===== config.mk =====
export PLATFORM = sky130hd
export DESIGN_NAME = noc_rx_slave
export DESIGN_NICKNAME = d
export VERILOG_FILES = /design/src/rtl/noc_pkg.sv /design/src/rtl/noc_rx_slave.sv
export SDC_FILE = /design/constraint.sdc
export NUM_CORES = 1
export LEC_CHECK = 0
export CORE_MARGIN = 2
export CORE_UTILIZATION = 56
export DETAILED_ROUTE_END_ITERATION = 16
export PLACE_DENSITY = 0.78
export SYNTH_ARGS = -nofsm -noshare
export SYNTH_HDL_FRONTEND = slang
export SYNTH_SLANG_ARGS = --single-unit

===== constraint.sdc =====
create_clock -name HCLK -period 6.1 [get_ports HCLK]
set_input_delay 0.61 -clock HCLK [delete_from_list [all_inputs] [get_ports HCLK]]
set_output_delay 0.61 -clock HCLK [all_outputs]
set_load 0.01 [all_outputs]

===== src/rtl/noc_pkg.sv =====
// Shared NoC constants: AHB codes, packet header layout,
// receive register map and receive FSM states.
package noc_pkg;

  localparam logic [1:0] HTRANS_IDLE = 2'b00;

  localparam int DEST_MSB = 31;
  localparam int DEST_LSB = 24;
  localparam int SRC_MSB  = 23;
  localparam int SRC_LSB  = 16;
  localparam int LEN_MSB  = 15;
  localparam int LEN_LSB  = 8;
  localparam int TYPE_MSB = 7;
  localparam int TYPE_LSB = 0;

  localparam int MAX_WORDS = 8;

  localparam logic [4:0] RX_HDR     = 5'd8;
  localparam logic [4:0] RX_STATUS  = 5'd9;
  localparam logic [4:0] RX_RELEASE = 5'd10;

  typedef enum logic [1:0] {
    R_IDLE = 2'd0,
    R_RECV = 2'd1,
    R_HOLD = 2'd2
  } rx_state_e;

  // Payload words from the header byte length, clamped to 1..MAX_WORDS
  function automatic logic [3:0] word_count(input logic [7:0] byte_len);
    logic [5:0] w;
    w = byte_len[7:2];
    if (w == 6'd0)
      return 4'd1;
    else if (w > 6'(MAX_WORDS))
      return 4'(MAX_WORDS);
    else
      return w[3:0];
  endfunction

endpackage


===== src/rtl/noc_rx_slave.sv =====
// NoC receive endpoint: buffers one link packet and exposes it
// to the local processor as an AHB-Lite slave with an interrupt.
module noc_rx_slave
  import noc_pkg::*;
#(
  parameter logic [1:0] X = 2'd0,
  parameter logic [1:0] Y = 2'd0
) (
  input  logic        HCLK,
  input  logic        HRESETn,
  input  logic [31:0] HADDR,
  input  logic [31:0] HWDATA,
  input  logic [2:0]  HSIZE,
  input  logic [1:0]  HTRANS,
  input  logic        HWRITE,
  input  logic        HREADY,
  input  logic        HSEL,
  output logic [31:0] HRDATA,
  output logic        HREADYOUT,
  input  logic        S_Req,
  input  logic [31:0] S_Data,
  output logic        S_Ack,
  output logic        Rx_Irq
);

  logic        write_en_q, read_en_q;
  logic [4:0]  word_addr_q;
  rx_state_e   state_q, state_d;
  logic [31:0] hdr_q, hdr_d;
  logic [3:0]  len_q, len_d;
  logic [2:0]  cnt_q, cnt_d;
  logic        mis_q, mis_d;
  logic [31:0] buf_q [MAX_WORDS];
  logic        buf_we;
  logic        release_w;
  logic        addr_ph;
  logic        unused_ok;

  assign unused_ok = ^{HSIZE, HWDATA, HADDR[31:7], HADDR[1:0]};

  assign HREADYOUT = 1'b1;
  assign addr_ph   = HREADY && HSEL && (HTRANS != HTRANS_IDLE);
  assign release_w = write_en_q && (word_addr_q == RX_RELEASE);

  always_ff @(posedge HCLK or negedge HRESETn) begin
    if (!HRESETn) begin
      write_en_q  <= 1'b0;
      read_en_q   <= 1'b0;
      word_addr_q <= 5'd0;
    end else begin
      write_en_q  <= addr_ph && HWRITE;
      read_en_q   <= addr_ph && !HWRITE;
      word_addr_q <= addr_ph ? HADDR[6:2] : 5'd0;
    end
  end

  // Gated by reset so the ack drops the instant reset asserts
  assign S_Ack  = HRESETn && (state_q == R_IDLE) && S_Req;
  assign Rx_Irq = (state_q == R_HOLD);

  always_comb begin
    state_d = state_q;
    hdr_d   = hdr_q;
    len_d   = len_q;
    cnt_d   = cnt_q;
    mis_d   = mis_q;
    buf_we  = 1'b0;
    case (state_q)
      R_IDLE: begin
        if (S_Req) begin
          hdr_d   = S_Data;
          len_d   = word_count(S_Data[LEN_MSB:LEN_LSB]);
          cnt_d   = 3'd0;
          mis_d   = S_Data[DEST_LSB+3:DEST_LSB] != {X, Y};
          state_d = R_RECV;
        end
      end
      R_RECV: begin
        buf_we = 1'b1;
        if ({1'b0, cnt_q} == len_q - 4'd1)
          state_d = R_HOLD;
        else
          cnt_d = cnt_q + 3'd1;
      end
      R_HOLD: begin
        if (release_w) begin
          mis_d   = 1'b0;
          state_d = R_IDLE;
        end
      end
      default: state_d = R_IDLE;
    endcase
  end

  always_ff @(posedge HCLK or negedge HRESETn) begin
    if (!HRESETn) begin
      state_q <= R_IDLE;
      hdr_q   <= 32'd0;
      len_q   <= 4'd0;
      cnt_q   <= 3'd0;
      mis_q   <= 1'b0;
    end else begin
      state_q <= state_d;
      hdr_q   <= hdr_d;
      len_q   <= len_d;
      cnt_q   <= cnt_d;
      mis_q   <= mis_d;
    end
  end

  always_ff @(posedge HCLK) begin
    if (buf_we)
      buf_q[cnt_q] <= S_Data;
  end

  always_comb begin
    HRDATA = 32'd0;
    if (read_en_q) begin
      unique case (1'b1)
        (word_addr_q[4:3] == 2'b00):
          HRDATA = buf_q[word_addr_q[2:0]];
        (word_addr_q == RX_HDR):
          HRDATA = hdr_q;
        (word_addr_q == RX_STATUS):
          HRDATA = {20'd0, len_q, 5'd0, mis_q,
                    state_q == R_RECV,
                    state_q == R_HOLD};
        default:
          HRDATA = 32'd0;
      endcase
    end
  end

endmodule


Word level (Yosys, flattened, before mapping)

Memory sizes are Yosys's and may differ from the RTL's.
Cells that the tools add are included.

$add $sub $neg: 2
$lt $le $gt $ge: 1
Equal/unequal tests: 10
Mux-type cells: 18
Reductions and logical operators: 19

Operators with widths:

| kind                                               | number |
|---|---|
| one-hot mux 32 bit (3 select lines)                | 1 |
| two-way mux 32 bit                                 | 1 |
| == test 5 x 4 -> 1 bit, second input constant      | 3 |
| AND reduction 3 bit                                | 3 |
| two-way mux 4 bit                                  | 2 |
| logical AND 1 bit                                  | 7 |
| > comparator 6 x 4 -> 1 bit, second input constant | 1 |
| logical NOT 6 bit                                  | 1 |
| two-way mux 2 bit                                  | 3 |
| two-way mux 3 bit                                  | 2 |
| != test 2 bit, second input constant               | 3 |
| one-hot mux 2 bit (3 select lines)                 | 1 |
| one-hot mux 3 bit (2 select lines)                 | 1 |
| nonzero test 2 bit                                 | 3 |
| two-way mux 1 bit                                  | 5 |
| two-way mux 5 bit                                  | 1 |
| == test 3 x 4 -> 1 bit                             | 1 |
| logical NOT 2 bit                                  | 2 |
| nonzero test 4 bit                                 | 1 |
| subtractor 4 x 1 -> 4 bit, second input constant   | 1 |
| adder 3 x 1 -> 3 bit, second input constant        | 1 |
| == test 2 x 1 -> 1 bit, second input constant      | 1 |
| == test 2 bit, second input constant               | 1 |
| != test 2 x 1 -> 1 bit, second input constant      | 1 |
| 3 further kinds                                    | 3 |

Register bits: 49
Memory bits (writable): 256
Bits of input ports: 107
Output and inout bits: 35
Logic and storage cells: 59
Memories kept: 1

Memories:

| memory | words | bits a word | rd ports | clocked after Yosys merged registers in | wr ports | line               | source |
|---|---|---|---|---|---|---|---|
| buf_q  | 8     | 32          | 1        | 0                                       | 1        | noc_rx_slave.sv:33 | `logic [31:0] buf_q [MAX_WORDS];` |

Depth between registers and ports, before layout

Depth after elaboration: 4
Depth in mapped cells: 7
Gate-level depth less buffers: 6

Worst setup path after synthesis

OpenSTA, ideal clock, no wires.

Path type: register to register
From: register cnt_q[0]
To: memory buf_q[0][0] (enable)
Setup time: 0.501 ns
Data arrival time: 3.719 ns
Data required time: 5.599 ns
Path slack: 1.880 ns
Stages on the path, launching flop included: 3
Buffers on the path: 1
Clock period less this slack: 4.220 ns
Cell sequence: dfrtp_1 > clkbuf_1 > nor4_1

RTL lines:

| element                  | line                | source |
|---|---|---|
| start: declaration       | noc_rx_slave.sv:31  | `logic [2:0] cnt_q, cnt_d;` |
| start signal: assignment | noc_rx_slave.sv:106 | `cnt_q <= cnt_d;` |
| end: declaration         | noc_rx_slave.sv:33  |  |

Straight into the memory's write port.

Worst setup path in the final report

From: register word_addr_q[0]
To: output port HRDATA[31]

Cells in the longest elaborated chain, start to end: 3
Elaborated cells between the ends (all ways): 5
Classes of those cells: eq/ne: 2; mux: 2; memory: 1

RTL lines:

| element                                          | line                | source |
|---|---|---|
| start: declaration                               | noc_rx_slave.sv:27  | `logic [4:0] word_addr_q;` |
| start signal: assignment                         | noc_rx_slave.sv:53  | `word_addr_q <= addr_ph ? HADDR[6:2] : 5'd0;` |
| memory read (8 x 32 bit) (tied with other cells) | n/a                 |  |
| one-hot mux 32 bit (3 select lines) *            | noc_rx_slave.sv:119 | `unique case (1'b1)` |
| two-way mux 32 bit *                             | noc_rx_slave.sv:118 | `if (read_en_q) begin` |
| end: declaration                                 | noc_rx_slave.sv:18  | `output logic [31:0] HRDATA,` |

Mark *: on every way between the ends. The rest lies on a longest branch, timed or not.

==> run_results.csv <==
group,metric,value,unit
power_and_ir_drop,powerDensity,413,nW/um^2
drt,wirelength,25500,um
die,initial_core_util,0.572,
logic_synthesis,async_flop_share,0.161,
clock_network,clkLatencyLatePin,0.55,ns
drt,wire_per_inst,24.7,um
placement,dp_hpwl,13300,um
worst_setup_path,worst-path-buf-inv,2,
clock_network,cts-resized-gates,0,
worst_setup_path,crit_arrival,3.68,ns
logic_synthesis,synthTopCellsByArea,"edfxtp_1, mux4_2, dfrtp_1, mux2i_1, nand2_1",
drt,final_antenna_net_count,0,
grt,antenna_found_initial,0,
sta,fin_skew,0.00730,ns
sta,period_share,0.703,
logic_synthesis,ys_seq_area_frac,0.739,
placement,place_worst_setup_slack,2.30,ns
clock_network,hold_buffers,0,
worst_setup_path,cp_max_fo,51,
layout,nets,843,
worst_setup_path,worstRegToRegCells,3,
logic_synthesis,synth-edff-count,256,
logic_synthesis,synthMuxAreaShare,0.154,
logic_synthesis,synth_area,12100,sq um
logic_synthesis,ys_warn_count,0,
layout,antennaDiodeCount,0,
worst_setup_path,reg2reg_slack,3.50,ns
power_and_ir_drop,ir_drop,0.284,mV
logic_synthesis,synthFlopType,"edfxtp_1",
drt,via_per_inst,6.08,
logic_synthesis,ys_ff_latch,305,
layout,drive_gt1_frac,0.183,
layout,areaGrowthSynthToFinish,17.1,%
sta,finalSetupViolations,0,
worst_setup_path,start_kind,"flop",
grt,grt_pass1_vias,6691,
drt,drt_pre_antenna_iters,5,
clock_network,root_buffer,"clkbuf_16",
sta,fin_tns_setup,0,ns
sta,relSlewSlack,0.171,
die,core,21100,sq um
layout,postLayoutCoreUtil,0.670,
drt,met1_length,10400,um
grt,grt_max_degree,67,
worst_setup_path,cpPeakStageDelay,1.13,ns
die,die_area,22700,sq um
clock_network,htreeDepth,1,
worst_setup_path,critPathSlowestCell,"dfrtp_4",
drt,vias,6284,
sta,min_period,4.29,ns
logic_synthesis,synthAdderAreaFrac,0.00207,
drt,drt_iter0_markers,544,
power_and_ir_drop,power_leakage,4.76,nW
placement,port_buffers,78,
clock_network,clkTransAtPathRegs,0.06,ns
logic_synthesis,syn-num-nets,755,
worst_setup_path,worstSetupPathType,"reg -> out",
drt,wl_met2,13100,um
logic_synthesis,synthSimpleGateAreaFrac,0.0506,
logic_synthesis,yosysMostFrequentCell,"edfxtp_1",
worst_setup_path,cp-end-kind,"primary output",
die,die_h,151,um
sta,hold_viol,0,
logic_synthesis,synth_top_family_by_area,"multiplexers",
grt,grt_pass1_wl,38500,um
die,io_pins,142,
worst_setup_path,timing.rr.end,"buf_q[4][23]",
drt,top_layer_used,"met4",
clock_network,cts_setup_buffers,0,
logic_synthesis,synth_compound_gate_area_share,0.0331,
clock_network,cts_sinks,305,
worst_setup_path,worst_path_dominant_cell_family,"flip-flops",
logic_synthesis,synth.top_cell.area_share,0.637,
status,status,"complete, no violations",
drt,met3WireLength,1400,um
logic_synthesis,synth_commonest_cells,"edfxtp_1, nand2_1, mux4_2",
logic_synthesis,yosys.area.top_type,"edfxtp_1",
logic_synthesis,ys_types,40,
worst_hold_path,holdCritPathClass,"in -> async",
logic_synthesis,synthXorXnorAreaFrac,0.00290,
drt,remaining_drc_errors,0,
worst_setup_path,reg2reg_from,"state_q[1]",
placement,gp_congestion,0.749,
power_and_ir_drop,p_total,5.83,mW
sta,layout_setup_ws,1.81,ns
clock_network,cts_tree,"built",
worst_setup_path,crit_chain,"buf_4 -> mux4_2 -> mux2i_1 -> o2bb2ai_1 -> clkdlybuf4s50_1",
sta,fmax,233,MHz
die,rows,53,
worst_setup_path,critPathRequiredTime,5.49,ns
clock_network,cts_inserted_buffers,30,
logic_synthesis,netlist_instances,646,
grt,gr-total-overflow,0,
sta,rsz0062_at_grt,"no",
sta,slew_viol_final,0,
clock_network,cts_buffer_depth,3,
job,drv_cap,0,
sta,tightest_slew,1.24,ns
die,die_x,151,um
grt,track_usage,0.232,
logic_synthesis,syn_avg_cell_area,18.7,sq um
==> cells by family (layout without fill, tap and decap cells) <==
group	count (synthesis)	in the layout
mux	106	106
other cells	1	1
fa+ha+maj	2	2
buf+inv	42	154
compound gates	49	49
flops	305	305
simple gates	137	137
xor+xnor	4	4
==> cell usage in the layout (no fill, tap or decap), types with 4 or more instances in the layout <==
cell | synthesis | layout
buf_4 | 1 | 15
clkbuf_16 | 0 | 31
edfxtp_1 | 256 | 256
nand2_1 | 103 | 103
clkdlybuf4s50_1 | 0 | 77
o2bb2ai_1 | 25 | 25
dfrtp_1 | 49 | 46
clkinv_2 | 0 | 8
mux4_2 | 64 | 64
inv_1 | 5 | 5
nor2_1 | 7 | 4
mux2i_1 | 42 | 42
o22ai_1 | 10 | 10
nand2b_1 | 4 | 4
and2_1 | 7 | 7
clkbuf_1 | 14 | 10
==> per-stage QoR <==
stage,hold WS [ns],instance area (sq um),std cells
detailed placement,0.465,13200,977
floorplan,0.314,12100,646
finish,0.336,14100,1033
global route,0.386,14100,1033
CTS,0.361,14100,1033
global placement,0.459,13200,977
==> how the worst max path moves through the flow <==
| stage | cells past startpoint | from | slack (ns) | endpoint |
|---|---|---|---|---|
| 2_1_floorplan | 2 | cnt_q[0] | 1.88 | buf_q[0][0] |
| 3_3_place_gp | 5 | word_addr_q[0] | 2.32 | HRDATA[31] |
| 3_5_place_dp | 5 | word_addr_q[0] | 2.30 | HRDATA[31] |
| 4_1_cts | 5 | word_addr_q[0] | 1.70 | HRDATA[31] |
| 5_1_grt | 5 | word_addr_q[0] | 1.54 | HRDATA[31] |
| 6_report | 5 | word_addr_q[0] | 1.81 | HRDATA[31] |
==> flip-flops by register name (all words and copies together), names as in the netlist <==
| name | count |
|---|---|
| state_q | 2 |
| mis_q | 1 |
| read_en_q | 1 |
| hdr_q | 32 |
| buf_q | 256 |
| write_en_q | 1 |
| cnt_q | 3 |
| word_addr_q | 5 |
| len_q | 4 |
==> routing by layer <==
layer | global-route usage | vias up
li1 | - | 2723
met1 | 0.323 | 3284
met2 | 0.396 | 239
met3 | 0.0301 | 38
met4 | 0.0617 | 0
met5 | 0 | -
==> power breakdown <==
part	switching, mW	internal, mW	leakage, nW
logic	0.644	0.368	1.34
clock network	0.739	1.04	0.478
registers	0.194	2.84	2.95
==> area by class of cell <==
cell class	instances	area (sq um)
clock buffers	43	841
clock inverters	13	124
inverters	5	18.8
multi-input cells	299	2990
well taps	275	344
flip-flops and latches	305	8920
fillers	1355	6960
repair buffers	93	888
Note: power is estimated with default switching activity, not from simulation.
